## config.mk

```make
export PLATFORM = sky130hd
export DESIGN_NAME = wb_trace_buffer_flat
export DESIGN_NICKNAME = d
export VERILOG_FILES = /design/src/rtl/wb_trace_buffer_if.sv /design/src/rtl/wb_trace_buffer.sv /design/src/flat_wrapper.sv
export SDC_FILE = /design/constraint.sdc
export NUM_CORES = 1
export LEC_CHECK = 0
export CORE_UTILIZATION = 50
export CTS_CLUSTER_DIAMETER = 50
export DETAILED_ROUTE_END_ITERATION = 6
export HOLD_SLACK_MARGIN = 0.06
export PLACE_DENSITY = 0.68
export REMOVE_ABC_BUFFERS = 1
export SLEW_MARGIN = 20
export SYNTH_ARGS = -nofsm -noshare
export SYNTH_HDL_FRONTEND = slang
export SYNTH_SLANG_ARGS = --single-unit
```

## constraint.sdc

```tcl
create_clock -name clk -period 9.3 [get_ports clk]
set_clock_uncertainty 0.05 [all_clocks]
set_input_delay 1.395 -clock clk [delete_from_list [all_inputs] [get_ports clk]]
set_output_delay 1.395 -clock clk [all_outputs]
set_load 0.005 [all_outputs]
```

## src/rtl/wb_trace_buffer_if.sv

```systemverilog
// rtl/wb_trace_buffer_if.sv - write-back capture and trace drain signals of wb_trace_buffer
interface wb_trace_buffer_if #(
  parameter int XLEN  = 32,
  parameter int PC_W  = 32,
  parameter int IDX_W = 5
);
  logic             wb_valid;
  logic [PC_W-1:0]  wb_pc;
  logic [IDX_W-1:0] wb_rd;
  logic [XLEN-1:0]  wb_data;
  logic             wb_regwrite;

  logic             out_valid;
  logic             out_ready;
  logic [PC_W-1:0]  out_pc;
  logic [IDX_W-1:0] out_rd;
  logic [XLEN-1:0]  out_data;
  logic             out_rw;

  modport master (
    output wb_valid, wb_pc, wb_rd, wb_data, wb_regwrite, out_ready,
    input  out_valid, out_pc, out_rd, out_data, out_rw
  );

  modport slave (
    input  wb_valid, wb_pc, wb_rd, wb_data, wb_regwrite, out_ready,
    output out_valid, out_pc, out_rd, out_data, out_rw
  );
endinterface

```

## src/rtl/wb_trace_buffer.sv

```systemverilog
// rtl/wb_trace_buffer.sv - MEM/WB commit trace FWFT FIFO with masked watchpoint halt
// Optional feature macro: TRACE_FILTER_X0_EN (ignore x0 commits for capture and watch).
module wb_trace_buffer #(
  parameter int XLEN   = 32,
  parameter int PC_W   = 32,
  parameter int IDX_W  = 5,
  parameter int DEPTH  = 16,
  parameter int DROP_W = 8
) (
  input  logic                       clk,
  input  logic                       rst,
  wb_trace_buffer_if.slave           bus,
  input  logic                       cap_all,
  input  logic                       clear,
  output logic [$clog2(DEPTH+1)-1:0] count,
  output logic                       full,
  output logic                       overflow,
  output logic [DROP_W-1:0]          drop_cnt,
  input  logic                       watch_en,
  input  logic [IDX_W-1:0]           watch_rd,
  input  logic [XLEN-1:0]            watch_data,
  input  logic [XLEN-1:0]            watch_mask,
  output logic                       halt_req,
  input  logic                       halt_ack
);
  localparam int PTR_W = $clog2(DEPTH);
  localparam int CNT_W = $clog2(DEPTH+1);
  localparam int ENT_W = PC_W + IDX_W + XLEN + 1;

  logic [ENT_W-1:0] mem [DEPTH];
  logic [PTR_W-1:0] wr_ptr;
  logic [PTR_W-1:0] rd_ptr;

  logic qualified;
  logic push;
  logic pop;
  logic drop;
  logic hit;

  always_comb begin
    qualified = bus.wb_valid & (cap_all | bus.wb_regwrite);
    hit = bus.wb_valid & bus.wb_regwrite & watch_en & (bus.wb_rd == watch_rd) &
          (((bus.wb_data ^ watch_data) & watch_mask) == '0);
`ifdef TRACE_FILTER_X0_EN
    qualified = qualified & (bus.wb_rd != '0);
    hit       = hit & (watch_rd != '0);
`else
`endif
  end

  assign full          = (count == CNT_W'(DEPTH));
  assign bus.out_valid = (count != '0);
  assign pop           = bus.out_valid & bus.out_ready;
  assign push          = qualified & (~full | pop);
  assign drop          = qualified & full & ~pop;

  assign {bus.out_pc, bus.out_rd, bus.out_data, bus.out_rw} = mem[rd_ptr];

  // Storage carries no reset; only the pointers and count define validity.
  always_ff @(posedge clk) begin
    if (push) begin
      mem[wr_ptr] <= {bus.wb_pc, bus.wb_rd, bus.wb_data, bus.wb_regwrite};
    end
  end

  always_ff @(posedge clk) begin
    if (rst || clear) begin
      wr_ptr   <= '0;
      rd_ptr   <= '0;
      count    <= '0;
      overflow <= 1'b0;
      drop_cnt <= '0;
    end else begin
      if (push) begin
        wr_ptr <= wr_ptr + PTR_W'(1);
      end
      if (pop) begin
        rd_ptr <= rd_ptr + PTR_W'(1);
      end
      case ({push, pop})
        2'b10:   count <= count + CNT_W'(1);
        2'b01:   count <= count - CNT_W'(1);
        default: count <= count;
      endcase
      if (drop) begin
        overflow <= 1'b1;
        if (drop_cnt != '1) begin
          drop_cnt <= drop_cnt + DROP_W'(1);
        end
      end
    end
  end

  // A fresh hit outranks an acknowledge landing in the same cycle.
  always_ff @(posedge clk) begin
    if (rst) begin
      halt_req <= 1'b0;
    end else if (hit) begin
      halt_req <= 1'b1;
    end else if (halt_ack) begin
      halt_req <= 1'b0;
    end
  end
endmodule

```

## src/flat_wrapper.sv

```systemverilog
// flat-port wrapper written by rule: the top's interface ports become plain ports
module wb_trace_buffer_flat 
#(
  parameter int XLEN   = 32,
  parameter int PC_W   = 32,
  parameter int IDX_W  = 5,
  parameter int DEPTH  = 16,
  parameter int DROP_W = 8
)
  (clk, rst, cap_all, clear, count, full, overflow, drop_cnt, watch_en, watch_rd, watch_data, watch_mask, halt_req, halt_ack, bus_wb_valid, bus_wb_pc, bus_wb_rd, bus_wb_data, bus_wb_regwrite, bus_out_ready, bus_out_valid, bus_out_pc, bus_out_rd, bus_out_data, bus_out_rw);
  wb_trace_buffer_if #(.XLEN(XLEN), .PC_W(PC_W), .IDX_W(IDX_W)) bus_i ();
  input  logic clk;
  input  logic rst;
  input  logic cap_all;
  input  logic clear;
  output logic [$clog2(DEPTH+1)-1:0] count;
  output logic full;
  output logic overflow;
  output logic [DROP_W-1:0] drop_cnt;
  input  logic watch_en;
  input  logic [IDX_W-1:0] watch_rd;
  input  logic [XLEN-1:0] watch_data;
  input  logic [XLEN-1:0] watch_mask;
  output logic halt_req;
  input  logic halt_ack;
  input wire logic [$bits(bus_i.wb_valid)-1:0] bus_wb_valid;
  input wire logic [$bits(bus_i.wb_pc)-1:0] bus_wb_pc;
  input wire logic [$bits(bus_i.wb_rd)-1:0] bus_wb_rd;
  input wire logic [$bits(bus_i.wb_data)-1:0] bus_wb_data;
  input wire logic [$bits(bus_i.wb_regwrite)-1:0] bus_wb_regwrite;
  input wire logic [$bits(bus_i.out_ready)-1:0] bus_out_ready;
  output wire logic [$bits(bus_i.out_valid)-1:0] bus_out_valid;
  output wire logic [$bits(bus_i.out_pc)-1:0] bus_out_pc;
  output wire logic [$bits(bus_i.out_rd)-1:0] bus_out_rd;
  output wire logic [$bits(bus_i.out_data)-1:0] bus_out_data;
  output wire logic [$bits(bus_i.out_rw)-1:0] bus_out_rw;
  assign bus_i.wb_valid = bus_wb_valid;
  assign bus_i.wb_pc = bus_wb_pc;
  assign bus_i.wb_rd = bus_wb_rd;
  assign bus_i.wb_data = bus_wb_data;
  assign bus_i.wb_regwrite = bus_wb_regwrite;
  assign bus_i.out_ready = bus_out_ready;
  assign bus_out_valid = bus_i.out_valid;
  assign bus_out_pc = bus_i.out_pc;
  assign bus_out_rd = bus_i.out_rd;
  assign bus_out_data = bus_i.out_data;
  assign bus_out_rw = bus_i.out_rw;
  wb_trace_buffer #(.XLEN(XLEN), .PC_W(PC_W), .IDX_W(IDX_W), .DEPTH(DEPTH), .DROP_W(DROP_W)) u_core (.clk(clk), .rst(rst), .bus(bus_i), .cap_all(cap_all), .clear(clear), .count(count), .full(full), .overflow(overflow), .drop_cnt(drop_cnt), .watch_en(watch_en), .watch_rd(watch_rd), .watch_data(watch_data), .watch_mask(watch_mask), .halt_req(halt_req), .halt_ack(halt_ack));
endmodule
```

==> results.py <==
metrics = {
    "status": {
        "status": "completed",
    },
    "min_path": {
        "hold_path_class": "reg -> reg",
    },
    "critical_path": {
        "cp-start-kind": "flop",
        "worstSetupPathType": "reg -> out",
        "cp.arrival_ns": 4.23,
        "crit_fanout": 158,
        "required_ns": 7.86,
        "endpoint_kind": "output pin",
    },
    "die": {
        "start_util": 0.505,
        "coreArea_mm2": 0.0869,
        "num_rows": 108,
        "io_pins": 234,
        "dieHeight_um": 298,
        "die_area_mm2": 0.0889,
        "die_w_um": 298,
    },
    "route": {
        "wl_met2_um": 46900,
        "wire_per_inst_um": 28.0,
        "top_layer": "met5",
        "drtIter0Drc": 1525,
        "finalWirelength_um": 92800,
        "vias": 19700,
        "m1WireLength_um": 38100,
        "drc_errors": 0,
        "dr_wl_met3_um": 5970,
        "ant_nets": 0,
        "dr.pass1.iters": 5,
        "vias_per_cell": 5.94,
    },
    "synth": {
        "synth-compound-area-share": 0.00502,
        "yosys.area_share.simple": 0.00944,
        "yosysSeqAreaShare": 0.779,
        "syn_area_per_cell_um2": 24.8,
        "synth_area_mm2": 0.0439,
        "synthAdderAreaFrac": 0.00302,
        "ys_top_cells_by_area": "edfxtp_1 77%, mux4_2 18%, dfxtp_1 1.2%, xor2_1 0.86%, buf_6 0.56%",
        "yosys.area.top_type": "edfxtp_1",
        "synth_xor_area_frac": 0.0106,
        "muxShareOfSynthArea": 0.181,
        "synthCells": 1768,
        "ys_types": 42,
        "synthDominantCellAreaShare": 0.767,
        "synth_top_family_by_area": "multiplexers",
        "yosys_register_bits": 1147,
        "yosys_warnings": 0,
    },
    "power": {
        "switchingPower_w": 0.00207,
        "swShare": 0.198,
        "power_frac_clock": 0.416,
        "power.internal_w": 0.00838,
        "power_leakage_nw": 15.4,
        "power_frac_seq": 0.547,
        "power_density_mw_per_mm2": 205,
        "ir_drop_uv": 156,
        "pwr-share-comb": 0.037,
    },
    "clocking": {
        "root_buffer": "clkbuf_16",
        "postCtsSetupRepairBufs": 0,
        "clkSinkCount": 1147,
        "cts_made_buffers": 111,
        "clockBufferDepth": 3,
        "clk_pin_slew_ns": 0.06,
        "htree_num_levels": 3,
        "tritoncts": "built",
        "cts_hold_buf": 0,
        "cts_resized": 0,
        "clock_latency_ns": 0.68,
    },
    "sta": {
        "setup_violations": 0,
        "tns_ns": 0,
        "timing.final.hold_violations": 0,
        "slew_violations": 0,
        "post-route-min-period_ns": 5.68,
        "relSlewSlack": 0.265,
        "holdWs_ns": 0.411,
        "rsz0062_at_grt": "no",
        "fin_crit_sh": 0.611,
        "worst_pin_slew_ns": 1.10,
        "max_freq_ghz": 0.176,
    },
    "grt": {
        "grt_pass1_vias": 20800,
        "grt_pass1_wl_um": 136000,
        "overflow": 0,
        "grt_max_degree": 159,
        "antenna_found_initial": 3,
        "grt_use_total": 0.211,
    },
    "finish": {
        "nets": 2217,
        "multi_input_area_mm2": 0.00930,
        "antenna_cells": 0,
        "area_growth_pct": 16.5,
        "regArea_mm2": 0.0342,
        "drive_gt1_frac": 0.257,
        "final_core_util": 0.588,
        "fillers": 5977,
    },
    "run": {
        "maxCapViolCount": 0,
    },
    "place": {
        "port_buffers": 233,
        "place.detailed.hpwl_um": 50900,
        "gp_congestion": 0.749,
    },
}
-- cells in the final DEF (no fill, tap or decap), types with 12 or more instances in the layout --
cell and n:
nor2_4 12, clkinv_1 29, clkinv_2 12, a22oi_1 12
buf_4 25, clkbuf_16 112, xor2_1 43, clkbuf_1 30
clkdlybuf4s50_1 233, nor2_1 24, dfxtp_1 23, edfxtp_1 1120
mux4_2 350
-- power groups by stage --
stage	combinational [W]	sequential, W	clock, W
2_1_floorplan	0.000165	0.00584	0
3_3_place_gp	0.000384	0.00582	0
3_5_place_dp	0.000394	0.00582	0
4_1_cts	0.000397	0.00571	0.00442
5_1_grt	0.000416	0.00571	0.00461
6_report	0.000390	0.00571	0.00435
-- final timing paths --
| check | depth (start not counted) | endpoint | from | slack [ns] |
|---|---|---|---|---|
| min | 2 | u_core.overflow | u_core.overflow | 0.41 |
| max | 4 | bus_out_data[9] | flop | 3.62 |
| min reg2reg | 2 | u_core.overflow | u_core.overflow | 0.41 |
| max reg2reg | 5 | u_core.mem[12][43] | u_core.count[0] | 5.54 |
-- cell families after synthesis --
kind of cell               after synthesis
buffers and inverters                   86
AOI/OAI and AO/OA                       32
adders and majority gates               10
DFF                                   1147
xor gates and xnor gates                53
muxes                                  356
and+or+nand+nor                         84
-- layout make-up --
type	instances	share of cell area
flip-flops and latches	1147	0.669
multi-input cells	535	0.182
clock buffers	145	0.0579
repair buffers	262	0.0510
well taps	1155	0.0283
clock inverters	62	0.0114
inverters	3	0.000220
-- cell usage after synthesis --
master,number
o21a_2,1
ha_1,9
nor2_1,36
a21o_1,3
xor2_1,43
mux4_2,350
o21ai_0,2
clkbuf_1,48
o21a_1,1
a221oi_1,1
a222oi_1,1
a211oi_1,1
nor3_1,7
or2_2,1
and2_1,2
nand2b_1,3
fa_1,1
nor2b_1,1
or3_1,2
nand2_1,10
a31oi_1,1
nand4_1,8
dfxtp_1,27
mux2i_1,5
nand3_1,5
o21ai_1,1
nor4_2,1
nand4b_1,1
nor4_1,4
nor3b_1,1
inv_1,3
buf_6,22
buf_2,12
a22oi_1,12
mux2i_4,1
xnor2_1,10
a21oi_1,7
a22o_1,1
nand3_2,1
buf_1,1
edfxtp_1,1120
or4_4,1
-- stage by stage --
stage	area (um2)	total power, W	std cells	worst slack (ns)
CTS	51100	0.0105	3308	3.48
finish	51100	0.0105	3309	3.62
global placement	47500	0.00620	3101	3.63
detailed placement	47500	0.00622	3101	3.49
floorplan	43400	0.00600	1685	-4.69
global route	51100	0.0107	3309	3.35
-- worst max-delay path, cell delays in order (launching register included) --
cell,delay [ns]
dfxtp_4,1.05
buf_12,0.70
mux4_2,0.45
mux4_2,0.57
clkdlybuf4s50_1,0.49
-- metal layers --
layer | global-route usage | vias to the layer above
met5 | 0 | -
met4 | 0.0587 | 4
met3 | 0.0412 | 123
met2 | 0.346 | 666
met1 | 0.290 | 10600
li1 | - | 8245
-- registers in the layout (all words and copies together), names as in the netlist, named ones only --
name	count
u_core.count	5
u_core.overflow	1
u_core.rd_ptr	4
u_core.mem	1120
u_core.drop_cnt	8
u_core.halt_req	1
u_core.wr_ptr	4
No activity file was read; power rests on OpenSTA's default activity.
